`config.mk`:
```
export PLATFORM = sky130hd
export DESIGN_NAME = entropy_debiaser
export DESIGN_NICKNAME = d
export VERILOG_FILES = /design/src/rtl/entropy_pkg.sv /design/src/rtl/entropy_debiaser_bit_fifo.sv /design/src/rtl/entropy_debiaser.sv
export SDC_FILE = /design/constraint.sdc
export NUM_CORES = 1
export LEC_CHECK = 0
export CAP_MARGIN = 20
export CORE_AREA = 2 2 114 83
export DETAILED_ROUTE_END_ITERATION = 7
export DIE_AREA = 0 0 116 85
export SYNTH_ARGS = -nofsm -noshare
export SYNTH_HDL_FRONTEND = slang
export SYNTH_HIERARCHICAL = 1
export SYNTH_SLANG_ARGS = --single-unit
```
`constraint.sdc`:
```
create_clock -name SCLK -period 5.55 [get_ports SCLK]
set_input_delay 1.665 -clock SCLK [delete_from_list [all_inputs] [get_ports SCLK]]
set_output_delay 1.665 -clock SCLK [all_outputs]
set_load 0.02 [all_outputs]
```
`src/rtl/entropy_pkg.sv`:
```
// Shared types and constants for the entropy debiaser: extractor states,
// drop-counter width and the legality check on the harvested-bit count.
package entropy_pkg;

  typedef enum logic {
    IDLE,
    EXTRACT
  } state_t;

  localparam int unsigned DROP_CNT_W = 8;

  // Pairs are formed from adjacent harvested bits, so the count must be even.
  function automatic bit lsb_take_legal(input int unsigned lsb_take,
                                        input int unsigned sample_w);
    return (lsb_take % 2 == 0) && (lsb_take >= 2) && (lsb_take <= sample_w);
  endfunction

endpackage

```
`src/rtl/entropy_debiaser_bit_fifo.sv`:
```
// 1-bit-wide show-ahead FIFO holding debiased bits; flush empties it at once.
module bit_fifo #(
  parameter int unsigned DEPTH = 8
) (
  input  logic SCLK,
  input  logic RST,
  input  logic push,
  input  logic push_bit,
  input  logic pop,
  input  logic flush,
  output logic head_bit,
  output logic empty,
  output logic full
);

  localparam int unsigned AW = $clog2(DEPTH);
  localparam int unsigned CW = $clog2(DEPTH + 1);

  logic [DEPTH-1:0] mem;
  logic [AW-1:0]    rd_ptr;
  logic [AW-1:0]    wr_ptr;
  logic [CW-1:0]    count;
  logic             do_pop;
  logic             do_push;

  assign empty    = (count == '0);
  assign full     = (count == CW'(DEPTH));
  assign do_pop   = pop && !empty;
  // A pop in the same cycle frees the slot, so a full FIFO still accepts.
  assign do_push  = push && (!full || do_pop);
  assign head_bit = !empty && mem[rd_ptr];

  always_ff @(posedge SCLK or posedge RST) begin
    if (RST) begin
      rd_ptr <= '0;
      wr_ptr <= '0;
      count  <= '0;
    end else if (flush) begin
      rd_ptr <= '0;
      wr_ptr <= '0;
      count  <= '0;
    end else begin
      if (do_push) wr_ptr <= wr_ptr + 1'b1;
      if (do_pop)  rd_ptr <= rd_ptr + 1'b1;
      case ({do_push, do_pop})
        2'b10:   count <= count + 1'b1;
        2'b01:   count <= count - 1'b1;
        default: count <= count;
      endcase
    end
  end

  always_ff @(posedge SCLK) begin
    if (do_push && !flush) mem[wr_ptr] <= push_bit;
  end

endmodule

```
`src/rtl/entropy_debiaser.sv`:
```
// Von Neumann debiaser over the low bits of raw sensor samples, with a
// repetition-count health test and a small output FIFO.
module entropy_debiaser
  import entropy_pkg::*;
#(
  parameter int unsigned SAMPLE_W   = 16,
  parameter int unsigned LSB_TAKE   = 4,
  parameter int unsigned RCT_CUTOFF = 32,
  parameter int unsigned FIFO_DEPTH = 8
) (
  input  logic                  SCLK,
  input  logic                  RST,
  input  logic [SAMPLE_W-1:0]   SAMPLE,
  input  logic                  SAMPLE_VALID,
  output logic                  SAMPLE_READY,
  output logic                  RAND_BIT,
  output logic                  BIT_VALID,
  input  logic                  BIT_READY,
  output logic                  HEALTH_FAIL,
  output logic [DROP_CNT_W-1:0] DROP_CNT
);

  if (!lsb_take_legal(LSB_TAKE, SAMPLE_W)) begin : g_bad_lsb_take
    $error("entropy_debiaser: LSB_TAKE must be even and within 2..SAMPLE_W");
  end

  localparam int unsigned RW = $clog2(RCT_CUTOFF + 1);
  localparam int unsigned KW = (LSB_TAKE > 2) ? $clog2(LSB_TAKE / 2) : 1;
  localparam logic [RW-1:0] CUT       = RW'(RCT_CUTOFF);
  localparam logic [KW-1:0] LAST_PAIR = KW'(LSB_TAKE / 2 - 1);

  state_t                state;
  logic [LSB_TAKE-1:0]   shreg;
  logic [KW-1:0]         pair_idx;
  logic [SAMPLE_W-1:0]   prev_sample;
  logic [RW-1:0]         rep_cnt;
  logic [RW-1:0]         rep_next;
  logic                  health_fail;
  logic [DROP_CNT_W-1:0] drop_cnt;

  logic accept;
  logic trip;
  logic pair_push;
  logic fifo_pop;
  logic fifo_empty;
  logic fifo_full;
  logic dropped;

  assign SAMPLE_READY = (state == IDLE) && !health_fail;
  assign accept       = SAMPLE_VALID && SAMPLE_READY;
  assign trip         = accept && (rep_next == CUT);
  assign pair_push    = (state == EXTRACT) && (shreg[0] != shreg[1]) && !health_fail;
  assign fifo_pop     = BIT_VALID && BIT_READY;
  assign dropped      = pair_push && fifo_full && !fifo_pop;

  always_comb begin
    rep_next = RW'(1);
    if ((SAMPLE == prev_sample) && (rep_cnt != '0))
      rep_next = (rep_cnt == CUT) ? rep_cnt : rep_cnt + 1'b1;
  end

  // The current pair always sits in shreg[1:0]; shifting by two exposes the next.
  always_ff @(posedge SCLK or posedge RST) begin
    if (RST) begin
      state       <= IDLE;
      shreg       <= '0;
      pair_idx    <= '0;
      prev_sample <= '0;
      rep_cnt     <= '0;
      health_fail <= 1'b0;
    end else if (accept) begin
      prev_sample <= SAMPLE;
      rep_cnt     <= rep_next;
      if (trip) begin
        health_fail <= 1'b1;
        state       <= IDLE;
      end else begin
        shreg    <= SAMPLE[LSB_TAKE-1:0];
        pair_idx <= '0;
        state    <= EXTRACT;
      end
    end else if (state == EXTRACT) begin
      shreg    <= shreg >> 2;
      pair_idx <= pair_idx + 1'b1;
      if (pair_idx == LAST_PAIR) state <= IDLE;
    end
  end

  always_ff @(posedge SCLK or posedge RST) begin
    if (RST)
      drop_cnt <= '0;
    else if (dropped && !health_fail && (drop_cnt != '1))
      drop_cnt <= drop_cnt + 1'b1;
  end

  bit_fifo #(
    .DEPTH(FIFO_DEPTH)
  ) u_fifo (
    .SCLK    (SCLK),
    .RST     (RST),
    .push    (pair_push),
    .push_bit(shreg[0]),
    .pop     (fifo_pop),
    .flush   (trip),
    .head_bit(RAND_BIT),
    .empty   (fifo_empty),
    .full    (fifo_full)
  );

  assign BIT_VALID   = !fifo_empty && !health_fail;
  assign HEALTH_FAIL = health_fail;
  assign DROP_CNT    = drop_cnt;

endmodule

```
==> results.cfg <==
[outcome]
status = complete, no violations

[cts]
post-cts-setup-buffers = 0
ctsHoldBuffers = 0
clk_pin_slew_ns = 0.07
cts_tree = built
clockRootBuffer = clkbuf_16
cts_resized = 0
ctsLongestPathBuffers = 2
cts_made_buffers = 5
htreeDepth = 2
cts_sinks = 55
clk_latency_ns = 0.30

[final_layout]
finalNonFillerCells = 450
num_antenna_cells = 0
final_util_pct = 40.5
nets = 352
areaGrowthSynthToFinish_pct = 19.3
drive_above_1_share_pct = 7.98

[floorplanning]
die_h_um = 85
design.core.area_um2 = 8780
ios = 32
dieArea_um2 = 9860
initial_core_util_pct = 33.9
fp.dieW_um = 116
rows = 29

[timing]
finalSetupTns_ns = 0
clock_skew_ns = 0.00310
hold_violations = 0
fin_ws_ns = 1.53
relSlewSlack_pct = 41.1
clock.fmax_mhz = 249
report.final.slew_viol_count = 0
post-route-period-util_pct = 72.4
grt_setup_unrepaired = no
setup_violations = 0
finalCriticalPeriod_ns = 4.02
tightest_slew_ns = 0.881
worst_hold_slack_ns = 0.501

[routing]
wl_per_cell_um = 13.3
via_per_inst = 4.85
drc = 0
dr.first_iter.drc_count = 105
vias = 2181
drtPass1Iterations = 4
antenna_left = 0
finalWirelength_mm = 5.98

[power]
p_seq_share_pct = 41.1
clkPwrFrac_pct = 20.6
netSwitchingFraction_pct = 36.9
p_leak_nw = 1.53
internal-power_mw = 1.06
switchingPower_mw = 0.617
p_comb_share_pct = 38.2
irDropWorstVdd_v = 0.000222
p_per_area_nw_per_um2 = 471

[critical_path]
crit_arrival_ns = 4.01
critPathSlowestCell = or3b_2
crit_family = simple AND/OR/NAND/NOR gates
start_kind = input port
crit_buf_inv = 1
worstRegToRegCells = 11
reg2reg_slack_ns = 2.44
path_depth = 8
path_cells = clkdlybuf4s50_1, xor2_1, nor4_1, nand3_1, and2b_1, and3_1, or3b_2, nor3b_1
end_kind = flop
max_stage_delay_ns = 0.58
cp.required_ns = 5.55
path_class = in -> reg
cp_max_fo = 17

[yosys]
synth_seq_cells = 55
netlist_area_um2 = 2980
synthesis.nets = 324
ys_warn_count = 6
ys_types = 58
ys.flop_type = dfrtp_1
async_flop_share_pct = 85.5
ys_seq_area_share_pct = 47.6
syn_area_per_cell_um2 = 10.0
syn_inst = 297
synth-edff-count = 8

[placement]
port_buffers = 31
dp_hpwl_mm = 4.40
place_inst = 442
gp_congestion = 0.819
pre_cts_ws_ns = 1.22

[global_route]
grt_overflow_total = 0
antenna_found_initial = 0
grt_pass1_vias = 2123
grt_max_degree = 27
grt_usage_pct = 13.4
grt_pass1_wl_mm = 10.5

[min_path]
holdPathStages = 2
min_path_type = reg -> reg

[job]
drv_cap = 0
-- worst min-delay path: stages (launching register included) --
cell and delay (ns):
dfrtp_1 0.36, nand2_1 0.05, nand2_1 0.06
-- cells by family (layout without fill, tap and decap cells) --
family / count (synthesis) / after routing / share of synthesized area [%]
and+or+nand+nor: 134 / 134 / 22.2
DFF: 55 / 55 / 47.6
AOI/OAI and AO/OA: 38 / 38 / 10.1
xor gates and xnor gates: 31 / 31 / 9.12
buffers and inverters: 23 / 52 / 3.82
muxes: 9 / 9 / 4.29
adders and majority gates: 7 / 7 / 2.94
-- cells in the mapped netlist, types with 2 or more instances --
cell | number | area [um^2]
mux2i_1 | 3 | 30.0
mux4_2 | 2 | 45.0
xnor2_1 | 14 | 123
clkbuf_1 | 6 | 22.5
o211ai_1 | 2 | 15.0
edfxtp_1 | 8 | 240
nor2b_1 | 4 | 25.0
nor2_1 | 16 | 60.1
a21o_1 | 2 | 15.0
nor3_1 | 5 | 25.0
nor3b_1 | 2 | 15.0
nand3_1 | 9 | 45.0
nand4_1 | 3 | 18.8
and3_1 | 2 | 12.5
mux2_4 | 2 | 30.0
o31ai_1 | 2 | 15.0
nand2b_1 | 6 | 37.5
a21oi_1 | 7 | 35.0
or2_2 | 2 | 12.5
buf_6 | 3 | 33.8
ha_1 | 7 | 87.6
o21ai_0 | 6 | 30.0
o311a_1 | 3 | 30.0
inv_1 | 11 | 41.3
dfrtp_1 | 47 | 1180
a31oi_1 | 2 | 12.5
nand2_1 | 65 | 244
o41ai_1 | 2 | 17.5
nor4_1 | 7 | 43.8
a211o_1 | 2 | 17.5
and2_1 | 2 | 12.5
xor2_1 | 17 | 149
-- placed cells by master (no fill, tap or decap), types with 2 or more instances in the layout --
| cell type | n |
|---|---|
| edfxtp_1 | 8 |
| xnor2_1 | 14 |
| o41ai_1 | 2 |
| inv_1 | 11 |
| o311a_1 | 3 |
| buf_4 | 2 |
| nand2_1 | 65 |
| and3_1 | 2 |
| ha_1 | 7 |
| nor3_1 | 5 |
| and2_1 | 2 |
| nor2b_1 | 4 |
| a21oi_1 | 7 |
| nand3_1 | 9 |
| mux2_4 | 2 |
| o21ai_0 | 6 |
| dfrtp_1 | 47 |
| a21o_1 | 2 |
| clkdlybuf4s50_1 | 31 |
| nand4_1 | 3 |
| o211ai_1 | 2 |
| xor2_1 | 17 |
| mux2i_1 | 3 |
| nand2b_1 | 6 |
| nor3b_1 | 2 |
| nor2_1 | 16 |
| clkbuf_16 | 6 |
| a31oi_1 | 2 |
| o31ai_1 | 2 |
| nor4_1 | 7 |
| a211o_1 | 2 |
| or2_2 | 2 |
| mux4_2 | 2 |
-- area by class of cell --
type	instances	area, um^2
well taps	124	155
inverters	11	41.3
clock buffers	6	150
repair buffers	33	325
flip-flops and latches	55	1420
multi-input cells	219	1450
clock inverters	2	17.5
fillers	888	5230
-- per-layer routing --
layer	part of all wire [%]	up-vias	GRT usage, %
met1	52	1059	20.0
met3	3.1	5	3.50
met2	44	27	19.5
li1	-	1090	-
met4	1.2	0	3.25
met5	0	-	0
-- flip-flops by register name, summed over array words and instances (netlist names) --
name,count
prev_sample,16
state,1
u_fifo/count,4
rep_cnt,6
u_fifo/rd_ptr,3
HEALTH_FAIL,1
u_fifo/mem,8
shreg,4
pair_idx,1
u_fifo/wr_ptr,3
DROP_CNT,8
-- power groups by stage --
| stage | Clock, mW | Combinational, mW | Sequential (mW) |
|---|---|---|---|
| after floorplan | 0 | 0.502 | 0.653 |
| after global placement | 0 | 0.617 | 0.692 |
| after detailed placement | 0 | 0.641 | 0.696 |
| after CTS | 0.357 | 0.644 | 0.689 |
| after global routing | 0.372 | 0.718 | 0.714 |
| final | 0.345 | 0.639 | 0.688 |
-- stage by stage --
stage / power [mW] / cell area, um^2
floorplan: 1.16 / 2980
global placement: 1.31 / 3390
CTS: 1.69 / 3550
finish: 1.67 / 3550
global route: 1.80 / 3550
detailed placement: 1.34 / 3390
-- final timing paths --
path / start / endpoint
worst max-delay path: SAMPLE[0] / u_fifo/mem[6]$_DFFE_PP_
worst min-delay path: prev_sample[11]$_DFFE_PP0P_ / prev_sample[11]$_DFFE_PP0P_
worst max register to register: u_fifo/count[0]$_DFFE_PP0P_ / u_fifo/count[3]$_DFFE_PP0P_
worst min register to register: prev_sample[11]$_DFFE_PP0P_ / prev_sample[11]$_DFFE_PP0P_
max in group asynchronous: RST / DROP_CNT[7]$_DFFE_PP0P_
min in group asynchronous: RST / u_fifo/count[1]$_DFFE_PP0P_
(Power assumes the default switching activity.)
